### src/rtl/permutator_pkg.sv
// permutator_pkg: shared defaults, packed-slice offsets and beat layout
// for the registered permutator slice pipeline.
package permutator_pkg;

    localparam int DW_DEFAULT     = 32;
    localparam int STAGES_DEFAULT = 4;

    typedef struct packed {
        logic [(STAGES_DEFAULT+1)*DW_DEFAULT-1:0]   i_dat;
        logic [STAGES_DEFAULT*STAGES_DEFAULT-1:0]   t_adr;
    } perm_beat_t;

    function automatic int dat_off(input int k, input int dw);
        return k * dw;
    endfunction

    function automatic int adr_off(input int k, input int s);
        return (k - 1) * s;
    endfunction

    function automatic logic [63:0] low_mask(input int n);
        logic [63:0] m;
        m = '0;
        for (int i = 0; i < 64; i++) begin
            if (i < n) m[i] = 1'b1;
        end
        return m;
    endfunction

endpackage

### src/rtl/permutator_slice_pipe_skid2.sv
// permutator_skid2: generic 2-entry in-order valid/ready skid buffer.
// in_ready depends only on the fill count and rst, never on out_ready.
module permutator_skid2 #(
    parameter int W = 8
) (
    input  logic         clk,
    input  logic         rst,
    input  logic         in_valid,
    output logic         in_ready,
    input  logic [W-1:0] in_data,
    output logic         out_valid,
    input  logic         out_ready,
    output logic [W-1:0] out_data
);

    logic [1:0]   cnt;
    logic [W-1:0] head;
    logic [W-1:0] tail;
    logic         push;
    logic         pop;

    assign in_ready  = (cnt != 2'd2) && !rst;
    assign out_valid = (cnt != 2'd0);
    assign out_data  = head;
    assign push      = in_valid && in_ready;
    assign pop       = out_valid && out_ready;

    // head is the output register; tail only fills while head is stalled
    always_ff @(posedge clk) begin
        if (rst) begin
            cnt  <= 2'd0;
            head <= '0;
            tail <= '0;
        end else begin
            case (cnt)
                2'd0: begin
                    if (push) begin
                        head <= in_data;
                        cnt  <= 2'd1;
                    end
                end
                2'd1: begin
                    if (push && pop) begin
                        head <= in_data;
                    end else if (push) begin
                        tail <= in_data;
                        cnt  <= 2'd2;
                    end else if (pop) begin
                        cnt <= 2'd0;
                    end
                end
                2'd2: begin
                    if (pop) begin
                        head <= tail;
                        cnt  <= 2'd1;
                    end
                end
                default: cnt <= 2'd0;
            endcase
        end
    end

endmodule

### src/rtl/permutator_slice_pipe.sv
// permutator_slice_pipe: registered N-stage butterfly select chain.
// Optional conflict detection under PERMUTATOR_SLICE_PIPE_CONFLICT_EN.
module permutator_slice_pipe
    import permutator_pkg::*;
#(
    parameter int                DW      = DW_DEFAULT,
    parameter int                STAGES  = STAGES_DEFAULT,
    parameter logic [STAGES-1:0] CFG_RST = '0
) (
    input  logic                       clk,
    input  logic                       rst,
    input  logic                       in_valid,
    output logic                       in_ready,
    input  logic [(STAGES+1)*DW-1:0]   t_dat,
    input  logic [STAGES*STAGES-1:0]   i_adr,
    input  logic                       cfg_wr,
    input  logic [STAGES-1:0]          cfg_wdata,
    output logic                       out_valid,
    input  logic                       out_ready,
    output logic [(STAGES+1)*DW-1:0]   i_dat,
    output logic [STAGES*STAGES-1:0]   t_adr,
    output logic [STAGES-1:0]          cfg_q
`ifdef PERMUTATOR_SLICE_PIPE_CONFLICT_EN
    ,
    input  logic                       err_clr,
    output logic                       err
`endif
);

    localparam int S = STAGES;

    typedef struct packed {
        logic [(S+1)*DW-1:0] i_dat;
        logic [S*S-1:0]      t_adr;
    } beat_t;

    logic [S-1:0]  ia   [1:S];
    logic [S-1:0]  adr  [1:S];
    logic [S-1:0]  rest [1:S];
    logic [S-1:0]  back [1:S+1];
    logic [S-1:0]  fwd  [1:S];
    logic [S:1]    sel;
    logic [DW-1:0] dat  [0:S];
    beat_t         beat_d;
    beat_t         beat_q;

    assign back[S+1] = '0;
    assign dat[0]    = t_dat[dat_off(0, DW) +: DW];

    // address flows from stage S downwards, data from stage 0 upwards
    for (genvar k = 1; k <= S; k++) begin : g_stage
        localparam logic [63:0] MK = low_mask(k);
        localparam logic [63:0] MR = low_mask(k - 1);

        assign ia[k]   = i_adr[adr_off(k, S) +: S] & MK[S-1:0];
        assign adr[k]  = ia[k] | back[k+1];
        assign sel[k]  = adr[k][0] ^ cfg_q[S-k];
        assign rest[k] = (adr[k] >> 1) & MR[S-1:0];
        assign back[k] = sel[k] ? '0 : rest[k];
        assign fwd[k]  = sel[k] ? rest[k] : '0;
        assign dat[k]  = sel[k] ? t_dat[dat_off(k, DW) +: DW]
                                : dat[k-1];
    end

    always_comb begin
        beat_d = '0;
        for (int k = 0; k <= S; k++) begin
            beat_d.i_dat[k*DW +: DW] = dat[k];
        end
        for (int k = 1; k <= S; k++) begin
            beat_d.t_adr[(k-1)*S +: S] = fwd[k];
        end
    end

    always_ff @(posedge clk) begin
        if (rst) begin
            cfg_q <= CFG_RST;
        end else if (cfg_wr) begin
            cfg_q <= cfg_wdata;
        end
    end

    permutator_skid2 #(
        .W($bits(beat_t))
    ) u_skid (
        .clk      (clk),
        .rst      (rst),
        .in_valid (in_valid),
        .in_ready (in_ready),
        .in_data  (beat_d),
        .out_valid(out_valid),
        .out_ready(out_ready),
        .out_data (beat_q)
    );

    assign i_dat = beat_q.i_dat;
    assign t_adr = beat_q.t_adr;

`ifdef PERMUTATOR_SLICE_PIPE_CONFLICT_EN
    logic conflict;

    // a stage's own address colliding with bits pushed down from above
    always_comb begin
        conflict = 1'b0;
        for (int k = 1; k < S; k++) begin
            if (|(ia[k] & back[k+1])) conflict = 1'b1;
        end
    end

    always_ff @(posedge clk) begin
        if (rst) begin
            err <= 1'b0;
        end else if (in_valid && in_ready && conflict) begin
            err <= 1'b1;
        end else if (err_clr) begin
            err <= 1'b0;
        end
    end
`endif

endmodule

### config.mk
export PLATFORM = sky130hd
export DESIGN_NAME = permutator_slice_pipe
export DESIGN_NICKNAME = d
export VERILOG_FILES = /design/src/rtl/permutator_pkg.sv /design/src/rtl/permutator_slice_pipe_skid2.sv /design/src/rtl/permutator_slice_pipe.sv
export SDC_FILE = /design/constraint.sdc
export NUM_CORES = 1
export LEC_CHECK = 0
export ABC_AREA = 1
export CAP_MARGIN = 20
export CORE_ASPECT_RATIO = 0.8
export CORE_MARGIN = 3
export CORE_UTILIZATION = 45
export CTS_CLUSTER_DIAMETER = 80
export DETAILED_ROUTE_END_ITERATION = 10
export PLACE_DENSITY = 0.76
export SLEW_MARGIN = 20
export SYNTH_ARGS = -nofsm -noshare
export SYNTH_HDL_FRONTEND = slang
export SYNTH_SLANG_ARGS = --single-unit
### constraint.sdc
create_clock -name clk -period 2.12 [get_ports clk]
set_clock_uncertainty 0.1 [all_clocks]
set_input_delay 0.318 -clock clk [delete_from_list [all_inputs] [get_ports clk]]
set_output_delay 0.318 -clock clk [all_outputs]
set_load 0.005 [all_outputs]
==> impl_metrics.toml <==
[floorplan]
rows = 61
initial_core_util_pct = 46.1
coreArea_mm2 = 0.0351
chipWidth_um = 218
full_die_area_mm2 = 0.0383
chipHeight_um = 176
design.portCount = 367

[cts]
cts_tree = "yes"
numClockSinks = 338
cts.path.max_buffers = 3
path_clk_slew_ns = 0.07
cts_htree_levels = 2
cts-buffers-inserted = 36
clkLatencyLatePin_ns = 0.55
cts-root-buf = "sky130_fd_sc_hd__clkbuf_16"

[min_path]
hold_class = "primary input to flop"

[layout]
layout-area-overhead-vs-synth_pct = 49.8
drive_gt1_share_pct = 19.5
layout.cells.most_common = "sky130_fd_sc_hd__nand2_1"
final_cell_count_no_fill = 3247
layout.cells.most_common_list = "sky130_fd_sc_hd__nand2_1, sky130_fd_sc_hd__clkdlybuf4s50_1, sky130_fd_sc_hd__dfxtp_1, sky130_fd_sc_hd__a21oi_1, sky130_fd_sc_hd__inv_1"
finish.utilization_pct = 69.0
nNetsFinal = 2932

[yosys]
synthesis.area_mm2 = 0.0162
synth.yosys.seq_area_share_pct = 41.8
synth.ff_latch_count = 338
syn_inst = 2357
synth.distinct_cells = 26
avg_inst_size_synth_um2 = 6.86
yosys_warnings = 0

[timing]
unrepaired_setup_endpoints_after_global_routing = "yes"
worst-slew-pin-transition_ns = 0.916
final_worst_hold_slack_ns = 0.289
worst_slew_margin_rel_pct = 39.0
achievable-frequency_mhz = 400
finalHoldViolCount = 0
setup_total_negative_slack_ns = -65.57
final_period_utilization_pct = 118
setup_violations = 262
fin_crit_period_ns = 2.50
fin_ws_ns = -0.381
slew_violations = 0

[place]
post-place-ws_ns = -0.968
gpl.final_weighted_congestion = 1.00
post-dp-hpwl_um = 48000
port-buffer-count = 350
dpl.cell_count = 3155

[global_route]
met1_usage_pct = 47.5
overflow = 0
vias_in_the_first_global_route = 16984
global_route_wire_length_before_repair_um = 101000
globalRouteTotalUtil_pct = 33.7
initial_antenna_violation_count = 8
grt_busiest_layer = "met2"
global_route.usage.met3_pct = 6.24
grt_start_max_net_pins = 166
met2_use_gr_pct = 51.1

[detailed_routing]
mean_routed_wirelength_per_cell_um = 20.8
via_count_normalized_by_instance_count = 5.63
antenna_violating_nets_post_route = 0
drt_drc_violations_left = 0
detailroute.via_count = 18278
routed_wl_um = 67500
drt_iter0_drc = 2044
drt-pass1-iter-count = 6

[power]
power.leakage_uw = 0.0108
power-per-cell-area_mw_per_mm2 = 723
highest_ir_drop_seen_on_vdd_mv = 0.535

[critical_path]
critical_path.top_delay_family = "simple AND/OR/NAND/NOR gates"
crit_path_max_fanout = 5
sum_of_buffers_and_inverters_on_the_critical_path = 2
crit_path_cell_trace = "nand2_2 > nand3_4 > nand2_2 > nand2_4 > nand3_2 > nand2_1 > nand2_2 > nand3_4 > nand3_4 > buf_4 > clkbuf_16 > nand3_1 > nand3_2 > nand3_4 > nand3_1 > nand3_1 > nand2_1 > a21oi_1"
crit_path_end_kind = "flop"
cp_common_cell = "sky130_fd_sc_hd__nand3_4"
criticalPathCategory = "flop to flop"
critPathRequiredTime_ns = 2.48
critical-path-slowest-cell = "sky130_fd_sc_hd__dfxtp_4"
type_of_element_launching_the_critical_path = "flop"
cp_slowest_stage_delay_ns = 0.37
cp_data_arrival_time_ns = 2.86

[flow_run]
number_of_maximum_capacitance_violations = 0

[run_status]
violations_in_the_final_reports = "negative setup slack"
status = "finished with violations"
==> per-stage QoR <==
step	area, µm²	total power, µW
after CTS	23700	17300
final	24200	17500
after floorplan	16200	8640
after global placement	21300	10600
after detailed placement	21300	10700
after global routing	24200	18100
==> tightest hold or removal path: stages <==
cell and delay [ns]:
sky130_fd_sc_hd__buf_6 0.11, sky130_fd_sc_hd__inv_4 0.04, sky130_fd_sc_hd__buf_12 0.17, sky130_fd_sc_hd__o211ai_1 0.16, sky130_fd_sc_hd__inv_1 0.04
==> sequential cells by signal, summed over array words and instances (netlist names) <==
signal / flops
u_skid.out_data: 166
u_skid.tail: 166
u_skid.cnt: 2
cfg_q: 4
==> power by group <==
group          internal, µW  switching [µW]  leakage [µW]
sequential             6650             206       0.00275
combinational          2060            2500       0.00748
clock                  3500            2600      0.000536
==> worst paths after layout <==
path / from / to / slack (ns) / cells past startpoint
max: cfg_q[0] / u_skid.out_data[150] / -0.38 / 18
min: rst / u_skid.tail[117] / 0.29 / 5
max reg2reg: cfg_q[0] / u_skid.out_data[150] / -0.38 / 18
min reg2reg: u_skid.out_data[68] / u_skid.out_data[68] / 0.36 / 2
==> cell type report <==
class | instances | area, µm²
timing repair buffer | 542 | 5650
antenna | 7 | 17.5
sequential | 338 | 6770
clock buffer | 53 | 1040
tap | 472 | 591
inverter | 248 | 956
multi-input combinational | 1581 | 9150
clock inverter | 6 | 65.1
fill | 2901 | 10900
==> timing repair <==
item | CTS | global route
pin swaps | 39 | 26
hold buffers | 0 | 0
setup endpoints to repair | 258 | 292
gates cloned | 3 | 2
buffers inserted | 6 | 15
gates resized for setup | 278 | 80
==> metal layers <==
metal / part of all wire, % / vias up
li1: - / 8599
met2: 44 / 888
met4: 4.1 / 2
met3: 8.6 / 142
met1: 44 / 8647
met5: 0.019 / -
==> cell families (layout without fill, tap and decap cells) <==
group	count (synthesis)	in the layout	share of synthesized area, %
AND/OR/NAND/NOR	936	936	24.9
AO/OA/AOI/OAI	635	635	22.4
buffers and inverters	447	849	10.9
flip-flops	338	338	41.8
other	1	17	0.0232
==> cells in the mapped netlist (all sizes together) <==
cell type    n  area share [%]
o21ai      200             6.2
nand4        1           0.039
nand3      278             8.9
nand2      554              13
a31oi       35             1.4
a21o        27             1.3
conb         1           0.023
o21bai       1           0.070
buf         67             2.1
a21oi      243             7.5
dfxtp      338              42
nor3         1           0.031
clkinv       3           0.070
inv        245             5.7
or2         32             1.2
o211ai     129             6.0
nor2        70             1.6
clkbuf     132             3.1
(Power assumes the default switching activity.)
